==> src/rtl/dmem_arbiter_if.sv <==
// Bus bundle between the dmem arbiter, its two requesters (CPU, VGA) and dmem.
// slave = arbiter view, master = requesters plus memory view.
interface dmem_arbiter_if #(
  parameter int unsigned ADDR_W = 32,
  parameter int unsigned DATA_W = 32
);
  logic              cpu_req;
  logic              cpu_we;
  logic [ADDR_W-1:0] cpu_addr;
  logic [DATA_W-1:0] cpu_wdata;
  logic [DATA_W-1:0] cpu_rdata;
  logic              cpu_ready;

  logic              vga_req;
  logic [ADDR_W-1:0] vga_addr;
  logic [DATA_W-1:0] vga_rdata;
  logic              vga_valid;

  logic              mem_we;
  logic [ADDR_W-1:0] mem_addr;
  logic [DATA_W-1:0] mem_wdata;
  logic [DATA_W-1:0] mem_rdata;

  modport slave (
    input  cpu_req, cpu_we, cpu_addr, cpu_wdata,
    output cpu_rdata, cpu_ready,
    input  vga_req, vga_addr,
    output vga_rdata, vga_valid,
    output mem_we, mem_addr, mem_wdata,
    input  mem_rdata
  );

  modport master (
    output cpu_req, cpu_we, cpu_addr, cpu_wdata,
    input  cpu_rdata, cpu_ready,
    output vga_req, vga_addr,
    input  vga_rdata, vga_valid,
    input  mem_we, mem_addr, mem_wdata,
    output mem_rdata
  );
endinterface

==> src/rtl/dmem_arbiter.sv <==
// Shares single-port dmem between the CPU load/store port and the VGA pixel fetcher.
// One access in flight; CPU preferred, VGA protected by a starvation counter.
module dmem_arbiter #(
  parameter int unsigned ADDR_W       = 32,
  parameter int unsigned DATA_W       = 32,
  parameter int unsigned VGA_MAX_WAIT = 4
) (
  input  logic           sysclk,
  input  logic           reset,
  dmem_arbiter_if.slave  bus
);

  localparam int unsigned CNT_W = $clog2(VGA_MAX_WAIT + 1);
  localparam logic [CNT_W-1:0] CNT_MAX = CNT_W'(VGA_MAX_WAIT);

  typedef enum logic [1:0] {S_IDLE, S_GRANT, S_RESP} state_t;
  typedef enum logic {OWN_CPU, OWN_VGA} owner_t;

  state_t            r_state;
  owner_t            r_owner;
  logic              r_mem_we;
  logic [ADDR_W-1:0] r_mem_addr;
  logic [DATA_W-1:0] r_mem_wdata;
  logic              r_cpu_ready;
  logic              r_vga_valid;
  logic [CNT_W-1:0]  r_wait_cnt;

  logic w_cpu_elig;
  logic w_vga_elig;
  logic w_arb_ok;
  logic w_cpu_win;
  logic w_vga_win;

  // A requester completing this cycle still shows its stale req; mask it.
  assign w_cpu_elig = bus.cpu_req & ~r_cpu_ready;
  assign w_vga_elig = bus.vga_req & ~r_vga_valid;

  always_comb begin
    w_arb_ok  = (r_state == S_IDLE) || (r_state == S_RESP);
    w_cpu_win = 1'b0;
    w_vga_win = 1'b0;
    if (w_arb_ok) begin
      if (w_cpu_elig && w_vga_elig) begin
        if (r_wait_cnt >= CNT_MAX) w_vga_win = 1'b1;
        else                       w_cpu_win = 1'b1;
      end else if (w_cpu_elig) begin
        w_cpu_win = 1'b1;
      end else if (w_vga_elig) begin
        w_vga_win = 1'b1;
      end
    end
  end

  always_ff @(posedge sysclk) begin
    if (reset) begin
      r_state     <= S_IDLE;
      r_owner     <= OWN_CPU;
      r_mem_we    <= 1'b0;
      r_mem_addr  <= '0;
      r_mem_wdata <= '0;
      r_cpu_ready <= 1'b0;
      r_vga_valid <= 1'b0;
      r_wait_cnt  <= '0;
    end else begin
      r_mem_we    <= 1'b0;
      r_cpu_ready <= 1'b0;
      r_vga_valid <= 1'b0;

      if (!bus.vga_req || w_vga_win)
        r_wait_cnt <= '0;
      else if (r_wait_cnt < CNT_MAX)
        r_wait_cnt <= r_wait_cnt + CNT_W'(1);

      case (r_state)
        S_IDLE, S_RESP: begin
          if (w_cpu_win) begin
            r_state     <= S_GRANT;
            r_owner     <= OWN_CPU;
            r_mem_we    <= bus.cpu_we;
            r_mem_addr  <= bus.cpu_addr;
            r_mem_wdata <= bus.cpu_wdata;
          end else if (w_vga_win) begin
            r_state    <= S_GRANT;
            r_owner    <= OWN_VGA;
            r_mem_addr <= bus.vga_addr;
          end else begin
            r_state <= S_IDLE;
          end
        end
        S_GRANT: begin
          r_state <= S_RESP;
          if (r_owner == OWN_CPU) r_cpu_ready <= 1'b1;
          else                    r_vga_valid <= 1'b1;
        end
        default: r_state <= S_IDLE;
      endcase
    end
  end

  assign bus.mem_we    = r_mem_we;
  assign bus.mem_addr  = r_mem_addr;
  assign bus.mem_wdata = r_mem_wdata;
  assign bus.cpu_ready = r_cpu_ready;
  assign bus.vga_valid = r_vga_valid;
  assign bus.cpu_rdata = bus.mem_rdata;
  assign bus.vga_rdata = bus.mem_rdata;

endmodule

==> src/flat_wrapper.sv <==
// flat-port wrapper written by rule: the top's interface ports become plain ports
module dmem_arbiter_flat 
#(
  parameter int unsigned ADDR_W       = 32,
  parameter int unsigned DATA_W       = 32,
  parameter int unsigned VGA_MAX_WAIT = 4
)
  (sysclk, reset, bus_cpu_req, bus_cpu_we, bus_cpu_addr, bus_cpu_wdata, bus_cpu_rdata, bus_cpu_ready, bus_vga_req, bus_vga_addr, bus_vga_rdata, bus_vga_valid, bus_mem_we, bus_mem_addr, bus_mem_wdata, bus_mem_rdata);
  dmem_arbiter_if #(.ADDR_W(ADDR_W), .DATA_W(DATA_W)) bus_i ();
  input  logic sysclk;
  input  logic reset;
  input wire logic [$bits(bus_i.cpu_req)-1:0] bus_cpu_req;
  input wire logic [$bits(bus_i.cpu_we)-1:0] bus_cpu_we;
  input wire logic [$bits(bus_i.cpu_addr)-1:0] bus_cpu_addr;
  input wire logic [$bits(bus_i.cpu_wdata)-1:0] bus_cpu_wdata;
  output wire logic [$bits(bus_i.cpu_rdata)-1:0] bus_cpu_rdata;
  output wire logic [$bits(bus_i.cpu_ready)-1:0] bus_cpu_ready;
  input wire logic [$bits(bus_i.vga_req)-1:0] bus_vga_req;
  input wire logic [$bits(bus_i.vga_addr)-1:0] bus_vga_addr;
  output wire logic [$bits(bus_i.vga_rdata)-1:0] bus_vga_rdata;
  output wire logic [$bits(bus_i.vga_valid)-1:0] bus_vga_valid;
  output wire logic [$bits(bus_i.mem_we)-1:0] bus_mem_we;
  output wire logic [$bits(bus_i.mem_addr)-1:0] bus_mem_addr;
  output wire logic [$bits(bus_i.mem_wdata)-1:0] bus_mem_wdata;
  input wire logic [$bits(bus_i.mem_rdata)-1:0] bus_mem_rdata;
  assign bus_i.cpu_req = bus_cpu_req;
  assign bus_i.cpu_we = bus_cpu_we;
  assign bus_i.cpu_addr = bus_cpu_addr;
  assign bus_i.cpu_wdata = bus_cpu_wdata;
  assign bus_cpu_rdata = bus_i.cpu_rdata;
  assign bus_cpu_ready = bus_i.cpu_ready;
  assign bus_i.vga_req = bus_vga_req;
  assign bus_i.vga_addr = bus_vga_addr;
  assign bus_vga_rdata = bus_i.vga_rdata;
  assign bus_vga_valid = bus_i.vga_valid;
  assign bus_mem_we = bus_i.mem_we;
  assign bus_mem_addr = bus_i.mem_addr;
  assign bus_mem_wdata = bus_i.mem_wdata;
  assign bus_i.mem_rdata = bus_mem_rdata;
  dmem_arbiter #(.ADDR_W(ADDR_W), .DATA_W(DATA_W), .VGA_MAX_WAIT(VGA_MAX_WAIT)) u_core (.sysclk(sysclk), .reset(reset), .bus(bus_i));
endmodule
==> config.mk <==
export PLATFORM = sky130hd
export DESIGN_NAME = dmem_arbiter_flat
export DESIGN_NICKNAME = d
export VERILOG_FILES = /design/src/rtl/dmem_arbiter_if.sv /design/src/rtl/dmem_arbiter.sv /design/src/flat_wrapper.sv
export SDC_FILE = /design/constraint.sdc
export NUM_CORES = 1
export LEC_CHECK = 0
export ABC_AREA = 1
export BUFFER_PORTS_ARGS = -buffer_cell sky130_fd_sc_hd__buf_2
export CAP_MARGIN = 20
export CORE_AREA = 2 2 102 104
export DETAILED_ROUTE_END_ITERATION = 7
export DIE_AREA = 0 0 104 106
export PLACE_DENSITY_LB_ADDON = 0.2
export SLEW_MARGIN = 20
export SYNTH_ARGS = -nofsm -noshare
export SYNTH_HDL_FRONTEND = slang
export SYNTH_SLANG_ARGS = --single-unit
==> constraint.sdc <==
create_clock -name sysclk -period 1.45 [get_ports sysclk]
set_clock_uncertainty 0.15 [all_clocks]
set_input_delay 0.145 -clock sysclk [delete_from_list [all_inputs] [get_ports sysclk]]
set_output_delay 0.145 -clock sysclk [all_outputs]
set_load 0.02 [all_outputs]
# Word-level counts from Yosys, hierarchy flattened
# Cells that the tools add are included.
# W data, S select, Z words.
word_totals:
  register_bits: 73
  latchBits: 0
  mem_bits_rw: 0
  romBits: 0
  in_bits: 133
  output_inout_bits: 131
  elab_cells: 50
  n_memories: 0
op_classes:
  add_sub_neg: 1
  mul: 0
  n_div: 0
  magnitude_cmp: 2
  n_eq_ne: 2
  shifts: 0
  mux: 18
  bitwise: 7
  n_reduce_logical: 12
ops:
  columns: ["operator", "n"]
  rows:
  - ["$mux W32", 2]
  - ["$mux W1", 14]
  - ["$reduce_or A2 Y1", 3]
  - ["$not A1 Y1", 5]
  - ["$pmux W2 S2", 1]
  - ["$reduce_and A2 Y1", 2]
  - ["$add A3 B1 Y3 const B", 1]
  - ["$ge A3 B3 Y1 const B", 1]
  - ["$lt A3 B3 Y1 const B", 1]
  - ["$reduce_or A3 Y1", 1]
  - ["$and A1 B1 Y1", 2]
  - ["$eq A2 B1 Y1 const B", 1]
  - ["$eq A2 B2 Y1 const B", 1]
  - ["$logic_not A2 Y1", 1]
  - ["$logic_or A1 B1 Y1", 2]
  - ["$mux W2", 1]
  - ["$reduce_bool A2 Y1", 1]
  - ["$logic_and A1 B1 Y1", 1]
  - ["$logic_not A1 Y1", 1]

# Depth between registers and ports, before layout
# Gate-level depths: netlist of run 1.
depth:
  ltp_word: 9
  mapped_depth: 10
  ltp_nobuf: 8

# Worst setup path before layout of run 1
# Ideal clock, no wire load.
synth_path:
  path_type: "register to register"
  start: "register u_core.r_cpu_ready (netlist: u_core.bus.cpu_ready)"
  end: "register u_core.r_mem_wdata[0] (netlist: u_core.bus.mem_wdata[0])"
  setup_ps: 116
  arrival_ps: 1173
  t_required_ps: 1184
  setup_slack_ps: 11
  stages_incl_launch_ff: 9
  path_buffers: 2
  period_less_slack_ps: 1439
  path_cell_list: "dfxtp_1 > inv_1 > nand2_1 > nor2_4 > nand2_2 > buf_6 > buf_6 > o21ai_0 > nor2_1"
synth_between:
  elab_chain_len: 6
  word_cells_on_any_way: 7
  cone_classes: "mux: 3; bitwise: 2; reduce/logical: 2"
synth_lines:
  columns: ["element", "line_no", "source"]
  rows:
  - ["from (decl)", "dmem_arbiter.sv:24", "logic r_cpu_ready;"]
  - ["from (signal assigned)", "dmem_arbiter.sv:61", "r_cpu_ready <= 1'b0;"]
  - ["from (signal assigned)", "dmem_arbiter.sv:66", "r_cpu_ready <= 1'b0;"]
  - ["from (signal assigned)", "dmem_arbiter.sv:92", "if (r_owner == OWN_CPU) r_cpu_ready <= 1'b1;"]
  - ["$not A1 Y1 (*)", "dmem_arbiter.sv:35", "assign w_cpu_elig = bus.cpu_req & ~r_cpu_ready;"]
  - ["$and A1 B1 Y1 (*)", "dmem_arbiter.sv:35", null]
  - ["$mux W1 / $logic_and A1 B1 Y1 (equally long branches)", "dmem_arbiter.sv:46, dmem_arbiter.sv:43", null]
  - ["$mux W1 (*)", "dmem_arbiter.sv:43", "if (w_cpu_elig && w_vga_elig) begin"]
  - ["$mux W1 (*)", "dmem_arbiter.sv:42", "if (w_arb_ok) begin"]
  - ["$reduce_and A2 Y1 (no line) (*)", null, null]
  - ["to (signal assigned)", "dmem_arbiter.sv:81", "r_mem_wdata <= bus.cpu_wdata;"]
  - ["to (decl)", "dmem_arbiter.sv:23", "logic [DATA_W-1:0] r_mem_wdata;"]
# Every way passes the cells marked *; elsewhere a longest branch is shown, timed or not.
# A chain may end at the register's enable or synchronous reset.

# Worst setup path after layout of run 1
layout_path:
  start: "register u_core.r_cpu_ready (netlist: u_core.bus.cpu_ready)"
  end: "register u_core.r_mem_wdata[28] (netlist: u_core.bus.mem_wdata[28])"
# Same word-level chain as after synthesis.

==> results.sh, run 1 <==
export IMPL_cts_made_buffers=9
export IMPL_cp_end_kind="flop"
export IMPL_p_leak_nw=2.73
export IMPL_synth_nets=622
export IMPL_critical_path_cell_chain="inv_1 > nand2_2 > nor2_4 > nand2_4 > buf_12 > o21ai_0 > nor2_1"
export IMPL_place_congestion=0.771
export IMPL_port_buffer_count=167
export IMPL_syn_to_final_growth_pct=50.4
export IMPL_initial_core_util=0.346
export IMPL_netlist_area_um2=3460
export IMPL_crit_family="simple AND/OR/NAND/NOR gates"
export IMPL_syn_area_per_cell_um2=7.11
export IMPL_worstPathRequired_ns=1.53
export IMPL_wl_um=10300
export IMPL_grt_start_max_net_pins=34
export IMPL_synth_seq_cells=73
export IMPL_antennaDiodeCount=0
export IMPL_yosysWarnings=0
export IMPL_drc=0
export IMPL_fin_ws_ns=0.0844
export IMPL_fin_nets=823
export IMPL_path_buf_inv=2
export IMPL_ioPinCount=264
export IMPL_slowest_delay_ns=0.31
export IMPL_cts_root_buf="clkbuf_8"
export IMPL_finalHoldViolCount=0
export IMPL_cts_sinks=73
export IMPL_antenna_found_initial=0
export IMPL_htree_levels=3
export IMPL_fin_area_um2=5200
export IMPL_grt_pass1_vias=3472
export IMPL_powerDensity_nw_per_um2=1000
export IMPL_vias_per_cell=4.41
export IMPL_dieWidth_um=104
export IMPL_seq_area_um2=1460
export IMPL_outcome="finished, final reports clean"
export IMPL_drive_gt1_frac=0.295
export IMPL_whs_ns=0.0579
export IMPL_utilization=0.520
export IMPL_slowest_stage="dfxtp_1"
export IMPL_cts_setup_buffers=0
export IMPL_post_dp_cell_area_um2=3960
export IMPL_cp_arrival_ns=1.45
export IMPL_wire_per_inst_um=12.5
export IMPL_critPathKind="flop to flop"
export IMPL_cp_start_kind="flop"
export IMPL_grt_overflow=0
export IMPL_grt_setup_unrepaired="yes"
export IMPL_synth_yosys_seq_area_share=0.422
export IMPL_num_fill_cells=950
export IMPL_vias=3650
export IMPL_setup_viol=0
export IMPL_top_layer_used="met4"
export IMPL_cts_tree="built"
export IMPL_clock_path_buffers=2
export IMPL_wl_met3_um=742
export IMPL_yosysTopAreaCell="dfxtp_1"
export IMPL_vdd_drop_max_v=0.000361
export IMPL_hpwl_um=6390
export IMPL_synth_most_common_cell="nand2_1"
export IMPL_antenna_left=0
export IMPL_tns_ns=0
export IMPL_min_path_type="primary input to flop"
export IMPL_synth_edf_count=0
export IMPL_synth_ff_type="dfxtp_1"
export IMPL_drtIter0Drc=149
export IMPL_ys_types=23
export IMPL_pre_cts_ws_ns=0.0275
export IMPL_timing_final_crit_share=0.942
export IMPL_grt_pass1_wl_um=16200
export IMPL_met1_length_um=4250
export IMPL_syn_inst=487
export IMPL_yosys_area_top_type_share=0.422
export IMPL_max_cap_viol_count=0
export IMPL_dieArea_um2=11000
export IMPL_min_period_ns=1.37
export IMPL_finalPower_mw=5.21
export IMPL_synth_area_leaders="dfxtp_1, nand2_1, buf_4"
export IMPL_track_usage=0.183
export IMPL_die_h_um=106
export IMPL_dr_pass1_iters=5
export IMPL_synth_async_reset_ratio=0
export IMPL_coreArea_um2=10000
export IMPL_dp_cells=714
export IMPL_clkLatencyLatePin_ns=0.34
export IMPL_synth_common_cells="nand2_1, nor2_1, dfxtp_1, buf_4, nand3_1"
export IMPL_worstPathMaxFanout=33
export IMPL_dr_wl_met2_um=4910
export IMPL_multi_input_area_um2=1340
export IMPL_maxSlewViolCount=0
export IMPL_clock_fmax_mhz=732
export IMPL_max_slew_margin_rel=0.812
export IMPL_instances_no_fill=828
export IMPL_clk_pin_slew_ns=0.07
export IMPL_rows=37
export IMPL_worstMarginPinSlew_ns=0.282
==> metal layers <==
layer / up-vias / track usage
met4: 0 / 0.130
met3: 45 / 0.0472
met2: 169 / 0.310
met1: 1588 / 0.199
met5: - / 0
li1: 1848 / -
==> worst register-to-register path, stage by stage (launching register included) <==
cell and delay [ns]:
dfxtp_1 0.31, inv_1 0.08, nand2_2 0.07, nor2_4 0.13
nand2_4 0.11, buf_12 0.18, o21ai_0 0.18, nor2_1 0.06
==> what timing repair did <==
action                                 4_1_cts  5_1_grt
hold buffers                                98        0
resized for setup                            0       21
endpoints found under the hold margin       68        0
setup endpoints to repair                    0       46
==> layout by cell type, fill, tap and decap left out <==
cell / instances
buf_2: 167
nand2_1: 163
dlygate4sd3_1: 98
nor2_1: 74
dfxtp_1: 73
nand3_1: 34
o21ai_0: 22
o21ai_1: 11
clkbuf_8: 11
inv_1: 7
buf_4: 5
buf_6: 4
buf_12: 3
ha_1: 2
clkinv_2: 2
nand2_2: 1
nor2_4: 1
nand3_4: 1
nand2_4: 1
inv_2: 1
a21oi_2: 1
nor2_2: 1
inv_4: 1
mux2i_1: 1
or2_2: 1
xor2_1: 1
nor3_1: 1
clkbuf_1: 1
bufinv_16: 1
clkbuf_16: 1
buf_8: 1
==> area by class of cell <==
type,instances,area share
Timing Repair Buffer,279,0.384
Sequential cell,73,0.281
Multi-Input combinational cell,316,0.258
Tap cell,136,0.0327
Clock buffer,12,0.0298
Clock inverter,3,0.00769
Inverter,9,0.00697
==> where the power goes <==
group | switching (mW) | internal (mW)
clock | 0.708 | 0.875
combinational | 0.730 | 0.608
sequential | 0.0926 | 2.19
total | 1.53 | 3.67
==> logic make-up (layout without fill, tap and decap cells) <==
group | Yosys count | after routing | share of synthesized area
DFF | 73 | 73 | 0.422
adders and majority gates | 2 | 2 | 0.00723
AOI/OAI and AO/OA | 34 | 34 | 0.0503
and+or+nand+nor | 278 | 278 | 0.322
xor gates and xnor gates | 1 | 1 | 0.00253
buffers and inverters | 98 | 303 | 0.192
muxes | 1 | 1 | 0.00289
==> sequential cells by signal, indices dropped and copies added, names as in the netlist <==
signal,count
u_core.bus.mem_addr,32
u_core.bus.mem_wdata,32
u_core.r_wait_cnt,3
u_core.r_state,2
u_core.bus.cpu_ready,1
u_core.bus.mem_we,1
u_core.bus.vga_valid,1
u_core.r_owner,1
==> final timing paths <==
path	start	to	slack, ns	depth (start not counted)
max reg2reg	u_core.bus.cpu_ready	u_core.bus.mem_wdata[28]	0.08	7
min reg2reg	u_core.r_state[1]	u_core.r_state[1]	0.28	1
max	u_core.bus.cpu_ready	u_core.bus.mem_wdata[28]	0.08	7
min	bus_vga_req	u_core.r_wait_cnt[2]	0.06	4
No activity file was read; power rests on OpenSTA's default activity.
==> inputs of run 2 (changes only) <==
ABC_AREA = 0   (was 1)
CORE_AREA = 2 2 104 106   (was 2 2 102 104)
DIE_AREA = 0 0 106 108   (was 0 0 104 106)
==> run 2 against run 1 <==
Net effect: the flow now finishes with violations (setup timing); hold slack improved by 0.082 ns; synthesized cell count down 29%; register-to-register slack lost 0.18 ns; clock power fell by 3%; via count decreased by 14%; sequential cell count did not move; design area increased by 1.8%; synthesized area is 5.3% lower; first-iteration DRC count is 25% lower; critical path type unchanged; largest power group unchanged.
==> results.sh, run 2 <==
export IMPL_synth_yosys_seq_area_share=0.446
export IMPL_setup_viol=64
export IMPL_max_slew_margin_rel=0.679
export IMPL_vias=3141
export IMPL_synth_area_leaders="dfxtp_1, buf_4, mux2i_1"
export IMPL_clock_fmax_mhz=647
export IMPL_met1_usage=0.178
export IMPL_max_cap_viol_count=0
export IMPL_synthAdderAreaFrac=0.00764
export IMPL_pre_cts_ws_ns=-0.169
export IMPL_maxSlewViolCount=0
export IMPL_clk_pin_slew_ns=0.08
export IMPL_hpwl_um=5790
export IMPL_cts_tree="built"
export IMPL_cts_made_buffers=9
export IMPL_synth_top_family_by_area="buffers and inverters"
export IMPL_syn_to_final_growth_pct=61.6
export IMPL_grt_pass1_vias=3135
export IMPL_whs_ns=0.140
export IMPL_fin_nets=692
export IMPL_finalHoldViolCount=0
export IMPL_dieArea_um2=11400
export IMPL_synth_compound_area_frac=0.150
export IMPL_worstMarginPinSlew_ns=0.481
export IMPL_synth_nets=482
export IMPL_htree_levels=3
export IMPL_ioPinCount=264
export IMPL_layout_commonest_cell="buf_2"
export IMPL_tns_ns=-2.55
export IMPL_met2_usage=0.286
export IMPL_yosysWarnings=0
export IMPL_syn_inst=347
export IMPL_worstPathRequired_ns=1.57
export IMPL_port_buffer_count=167
export IMPL_drtIter0Drc=112
export IMPL_cts_sinks=73
export IMPL_synth_edf_count=0
export IMPL_grt_overflow=0
export IMPL_drc=0
export IMPL_gr_usage_met3=0.0627
export IMPL_cts_root_buf="clkbuf_8"
export IMPL_timing_final_crit_share=1.07
export IMPL_layout_common_cells="buf_2, dlygate4sd3_1, dfxtp_1"
export IMPL_fin_area_um2=5300
export IMPL_place_congestion=0.678
export IMPL_outcome="finished with violations"
export IMPL_grt_pass1_wl_um=14800
export IMPL_critical_path_cell_chain="nand2b_4 > a211o_4 > buf_16 > mux2i_4 > o2bb2ai_2"
export IMPL_min_path_type="primary input to output port"
export IMPL_antennaDiodeCount=0
export IMPL_p_leak_nw=2.50
export IMPL_yosys_area_top_type_share=0.446
export IMPL_grt_setup_unrepaired="yes"
export IMPL_muxShareOfSynthArea=0.101
export IMPL_vias_per_cell=4.50
export IMPL_failed_checks="setup timing"
export IMPL_dr_pass1_iters=7
export IMPL_antenna_found_initial=0
export IMPL_synth_ff_type="dfxtp_1"
export IMPL_initial_core_util=0.320
export IMPL_num_fill_cells=909
export IMPL_die_h_um=108
export IMPL_clkLatencyLatePin_ns=0.33
export IMPL_synth_simple_gate_area_frac=0.0981
export IMPL_post_dp_cell_area_um2=3820
export IMPL_synth_seq_cells=73
export IMPL_ys_types=25
export IMPL_netlist_area_um2=3280
export IMPL_grt_start_max_net_pins=37
export IMPL_powerDensity_nw_per_um2=962
export IMPL_yosysTopAreaCell="dfxtp_1"
export IMPL_dieWidth_um=106
export IMPL_rows=37
export IMPL_wl_um=10500
export IMPL_synth_async_reset_ratio=0
export IMPL_drive_gt1_frac=0.427
export IMPL_critPathKind="flop to flop"
export IMPL_vdd_drop_max_v=0.000481
export IMPL_slowest_delay_ns=0.35
export IMPL_slowest_stage="dfxtp_4"
export IMPL_cp_arrival_ns=1.66
export IMPL_min_period_ns=1.55
export IMPL_cp_start_kind="flop"
export IMPL_grt_busiest_layer="met2"
export IMPL_synth_common_cells="dfxtp_1, buf_4, nand2_1, a21oi_1, mux2i_1"
export IMPL_track_usage=0.164
export IMPL_coreArea_um2=10200
export IMPL_worstPathMaxFanout=14
export IMPL_wire_per_inst_um=15.0
export IMPL_clock_path_buffers=2
export IMPL_synthXorXnorAreaFrac=0.00267
export IMPL_synth_most_common_cell="dfxtp_1"
export IMPL_syn_area_per_cell_um2=9.44
export IMPL_fin_ws_ns=-0.0962
export IMPL_antenna_left=0
export IMPL_cp_end_kind="flop"
run 2: changes by cell type after synthesis, moves of 2 or more:
cell,change
o21ai_0,-30
nand2_1,-100
a21oi_1,+33
mux2i_1,+32
and2_1,+2
o2bb2ai_1,+32
inv_1,-2
o21ai_1,-3
nor2_1,-70
nand3_1,-34
run 2: per-stage QoR:
| stage | util | total power [mW] | std cells |
|---|---|---|---|
| 3_5_place_dp | 0.373 | 3.22 | 575 |
| 4_1_cts | 0.494 | 5.02 | 690 |
| 3_3_place_gp | 0.373 | 3.21 | 575 |
| 2_1_floorplan | - | 3.10 | 347 |
| 6_report | 0.518 | 5.10 | 698 |
| 5_1_grt | 0.518 | 5.36 | 698 |
run 2: logic make-up after synthesis:
group / after synthesis
xor+xnor: 1
flops: 73
compound gates: 70
mux: 33
fa+ha+maj: 2
simple gates: 76
buf+inv: 92
run 2: cell type report:
type                            instances  area [µm²]  share of cell area
Timing Repair Buffer                  284        2100               0.397
Sequential cell                        73        1470               0.278
Multi-Input combinational cell        183        1340               0.253
Clock buffer                           13         170              0.0321
Tap cell                              136         170              0.0321
Clock inverter                          3        22.5             0.00425
Inverter                                6        22.5             0.00425
run 2: path summary, 6_finish.rpt:
path | end | cells after the start | startpoint | slack, ns
setup / recovery | u_core.bus.mem_addr[17] | 5 | u_core.bus.cpu_ready | -0.1
setup reg to reg | u_core.bus.mem_addr[17] | 5 | u_core.bus.cpu_ready | -0.1
hold reg to reg | u_core.r_state[1] | 1 | u_core.r_state[1] | 0.26
hold / removal | bus_cpu_rdata[5] | 0 | bus_mem_rdata[5] | 0.14
run 2: worst max-delay path, delay by kind of cell (launching register included):
family / cells / cell delay, ns
buffers and inverters: 1 / 0.18
multiplexers: 1 / 0.19
AND/OR/NAND/NOR: 1 / 0.14
flip-flops: 1 / 0.35
AO/OA/AOI/OAI: 2 / 0.46
run 2: routing by layer:
layer	part of all wire	vias to the layer above	routed length (µm)
met2	0.50	166	5250
met1	0.40	1424	4180
met4	0.019	0	197
met5	0	-	0
li1	-	1529	-
met3	0.081	22	847
run 2: report_power, final:
part	leakage [nW]	switching [mW]	internal, mW
logic	1.80	0.650	0.667
registers	0.602	0.0852	2.16
clock network	0.0987	0.756	0.778
run 2: repair_timing:
action                                 4_1_cts  5_1_grt
cloned                                       1        5
resized for setup                            8       33
setup endpoints to repair                   65       68
pin swaps                                    0       12
endpoints found under the hold margin       68        0
hold buffers                                98        0
setup buffers                                0        3
==> inputs of run 3 (changes only) <==
clock period = 1.65 ns   (was 1.45 ns; I/O delays follow)
==> run 3 against run 2 <==
Net effect: the run now ends clean; sequential power is 12% lower; hold slack better by 0.040 ns; power is 7.5% lower; sequential share of layout area is 1.4 points higher; clock-buffer cell count is 4 lower; global-route usage is 0.53 points lower; via count is 4.6% lower; utilization is 2.7 points lower; sequential cell count stayed put; worst setup slack better by 0.16 ns; cell count is 1.9% lower; register-to-register slack better by 0.16 ns; critical endpoint is now u_core.bus.mem_addr[9]; largest power group unchanged.
==> results.sh, run 3 (synthesis results as in run 2) <==
export IMPL_min_path_type="primary input to output port"
export IMPL_initial_core_util=0.320
export IMPL_dieArea_um2=11400
export IMPL_critical_path_cell_chain="nor2b_4 > a211o_2 > buf_12 > mux2i_1 > o2bb2ai_1"
export IMPL_wl_um=9340
export IMPL_seqPwrFrac=0.418
export IMPL_dieWidth_um=106
export IMPL_pwr_share_comb=0.213
export IMPL_grt_pass1_vias=3109
export IMPL_grt_start_max_net_pins=38
export IMPL_grt_setup_unrepaired="no"
export IMPL_clock_path_buffers=2
export IMPL_worstPathRequired_ns=1.74
export IMPL_utilization=0.491
export IMPL_fin_nets=679
export IMPL_instances_no_fill=685
export IMPL_antenna_found_initial=1
export IMPL_vdd_drop_max_v=0.000383
export IMPL_antenna_left=0
export IMPL_dp_cells=571
export IMPL_layout_common_cells="buf_2, dlygate4sd3_1, dfxtp_1"
export IMPL_outcome="finished, final reports clean"
export IMPL_drive_gt1_frac=0.357
export IMPL_cts_root_buf="clkbuf_8"
export IMPL_drtIter0Drc=122
export IMPL_swShare=0.275
export IMPL_syn_to_final_growth_pct=53.1
export IMPL_grt_pass1_wl_um=14500
export IMPL_cts_sinks=73
export IMPL_internal_power_mw=3.42
export IMPL_powerDensity_nw_per_um2=939
export IMPL_place_congestion=0.712
export IMPL_layout_commonest_cell="buf_2"
export IMPL_worstPathMaxFanout=28
export IMPL_slowest_stage="dfxtp_1"
export IMPL_clk_pin_slew_ns=0.09
export IMPL_clkLatencyLatePin_ns=0.35
export IMPL_slowest_delay_ns=0.38
export IMPL_cp_end_kind="flop"
export IMPL_cp_arrival_ns=1.68
export IMPL_cts_setup_buffers=0
export IMPL_grt_overflow=0
export IMPL_p_leak_nw=2.42
export IMPL_clock_fmax_mhz=631
export IMPL_power_net_switching_mw=1.30
export IMPL_coreArea_um2=10200
export IMPL_setup_viol=0
export IMPL_path_buf_inv=1
export IMPL_port_buffer_count=167
export IMPL_max_cap_viol_count=0
export IMPL_critPathKind="flop to flop"
export IMPL_dr_pass1_iters=4
export IMPL_clockPowerShare=0.369
export IMPL_drc=0
export IMPL_timing_final_crit_share=0.960
export IMPL_cp_start_kind="flop"
export IMPL_rows=37
export IMPL_track_usage=0.159
export IMPL_die_h_um=108
export IMPL_wire_per_inst_um=13.6
export IMPL_vias_per_cell=4.38
export IMPL_antennaDiodeCount=0
export IMPL_vias=2997
export IMPL_min_period_ns=1.58
export IMPL_cts_tree="built"
export IMPL_hpwl_um=5740
export IMPL_htree_levels=3
export IMPL_maxSlewViolCount=0
export IMPL_cts_made_buffers=9
export IMPL_crit_family="compound AO/OA/AOI/OAI gates"
export IMPL_ioPinCount=264
export IMPL_max_slew_margin_rel=0.699
export IMPL_worstMarginPinSlew_ns=0.452
export IMPL_finalHoldViolCount=0
## run 3: cell count changes in the layout (fill, tap and decap cells not counted), moves of 3 or more
cell and delta:
dfxtp_1 +3, a21oi_1 +16, a21oi_2 -16, clkbuf_16 -4, nand2_1 +7, bufinv_16 +3, buf_4 -4, mux2i_1 +3
buf_6 -3, nand2_2 -7, inv_6 +3
## run 3: worst paths after layout
kind | from | cells past startpoint | to | slack [ns]
min reg2reg | u_core.r_state[1] | 1 | u_core.r_state[1] | 0.26
min | bus_mem_rdata[10] | 0 | bus_cpu_rdata[10] | 0.18
max reg2reg | u_core.bus.vga_valid | 5 | u_core.bus.mem_addr[9] | 0.07
max | u_core.bus.vga_valid | 5 | u_core.bus.mem_addr[9] | 0.07
## run 3: stage by stage
| step | hold WS (ns) | area [µm²] | setup TNS (ns) | setup slack (ns) | power, mW |
|---|---|---|---|---|---|
| after floorplan | 0.151 | 3280 | 0 | 0.0252 | 2.72 |
| after global placement | 0.180 | 3780 | 0 | 0.0677 | 2.82 |
| after detailed placement | 0.180 | 3780 | -0.642 | -0.0487 | 2.83 |
| after CTS | 0.178 | 5010 | 0 | 0.0730 | 4.77 |
| after global routing | 0.180 | 5020 | 0 | 0.00257 | 4.95 |
| final | 0.180 | 5020 | 0 | 0.0664 | 4.71 |
## run 3: area by class of cell
class	count	area, µm²
flip-flops and latches	73	1460
well taps	136	170
repair buffers	272	1920
multi-input cells	182	1200
clock inverters	7	125
clock buffers	9	124
fillers	937	5210
inverters	6	22.5
## run 3: power by group through the flow
stage / logic [mW] / registers (mW) / clock network, mW
2_1_floorplan: 0.555 / 2.16 / 0
3_3_place_gp: 0.810 / 2.00 / 0
3_5_place_dp: 0.820 / 2.00 / 0
4_1_cts: 0.999 / 1.97 / 1.80
5_1_grt: 1.08 / 1.99 / 1.88
6_report: 1.00 / 1.97 / 1.74
## run 3: layer usage
layer  part of all wire  track usage
met3               0.10       0.0693
met2               0.48        0.277
met4              0.016       0.0611
met5                  0            0
met1               0.40        0.171
## run 3: what timing repair did
item | in CTS | in global routing
gates resized for setup | 1 | 1
hold buffers | 98 | 0
setup endpoints to repair | 32 | 1
endpoints found under the hold margin | 68 | 0
pin swaps | 0 | 0
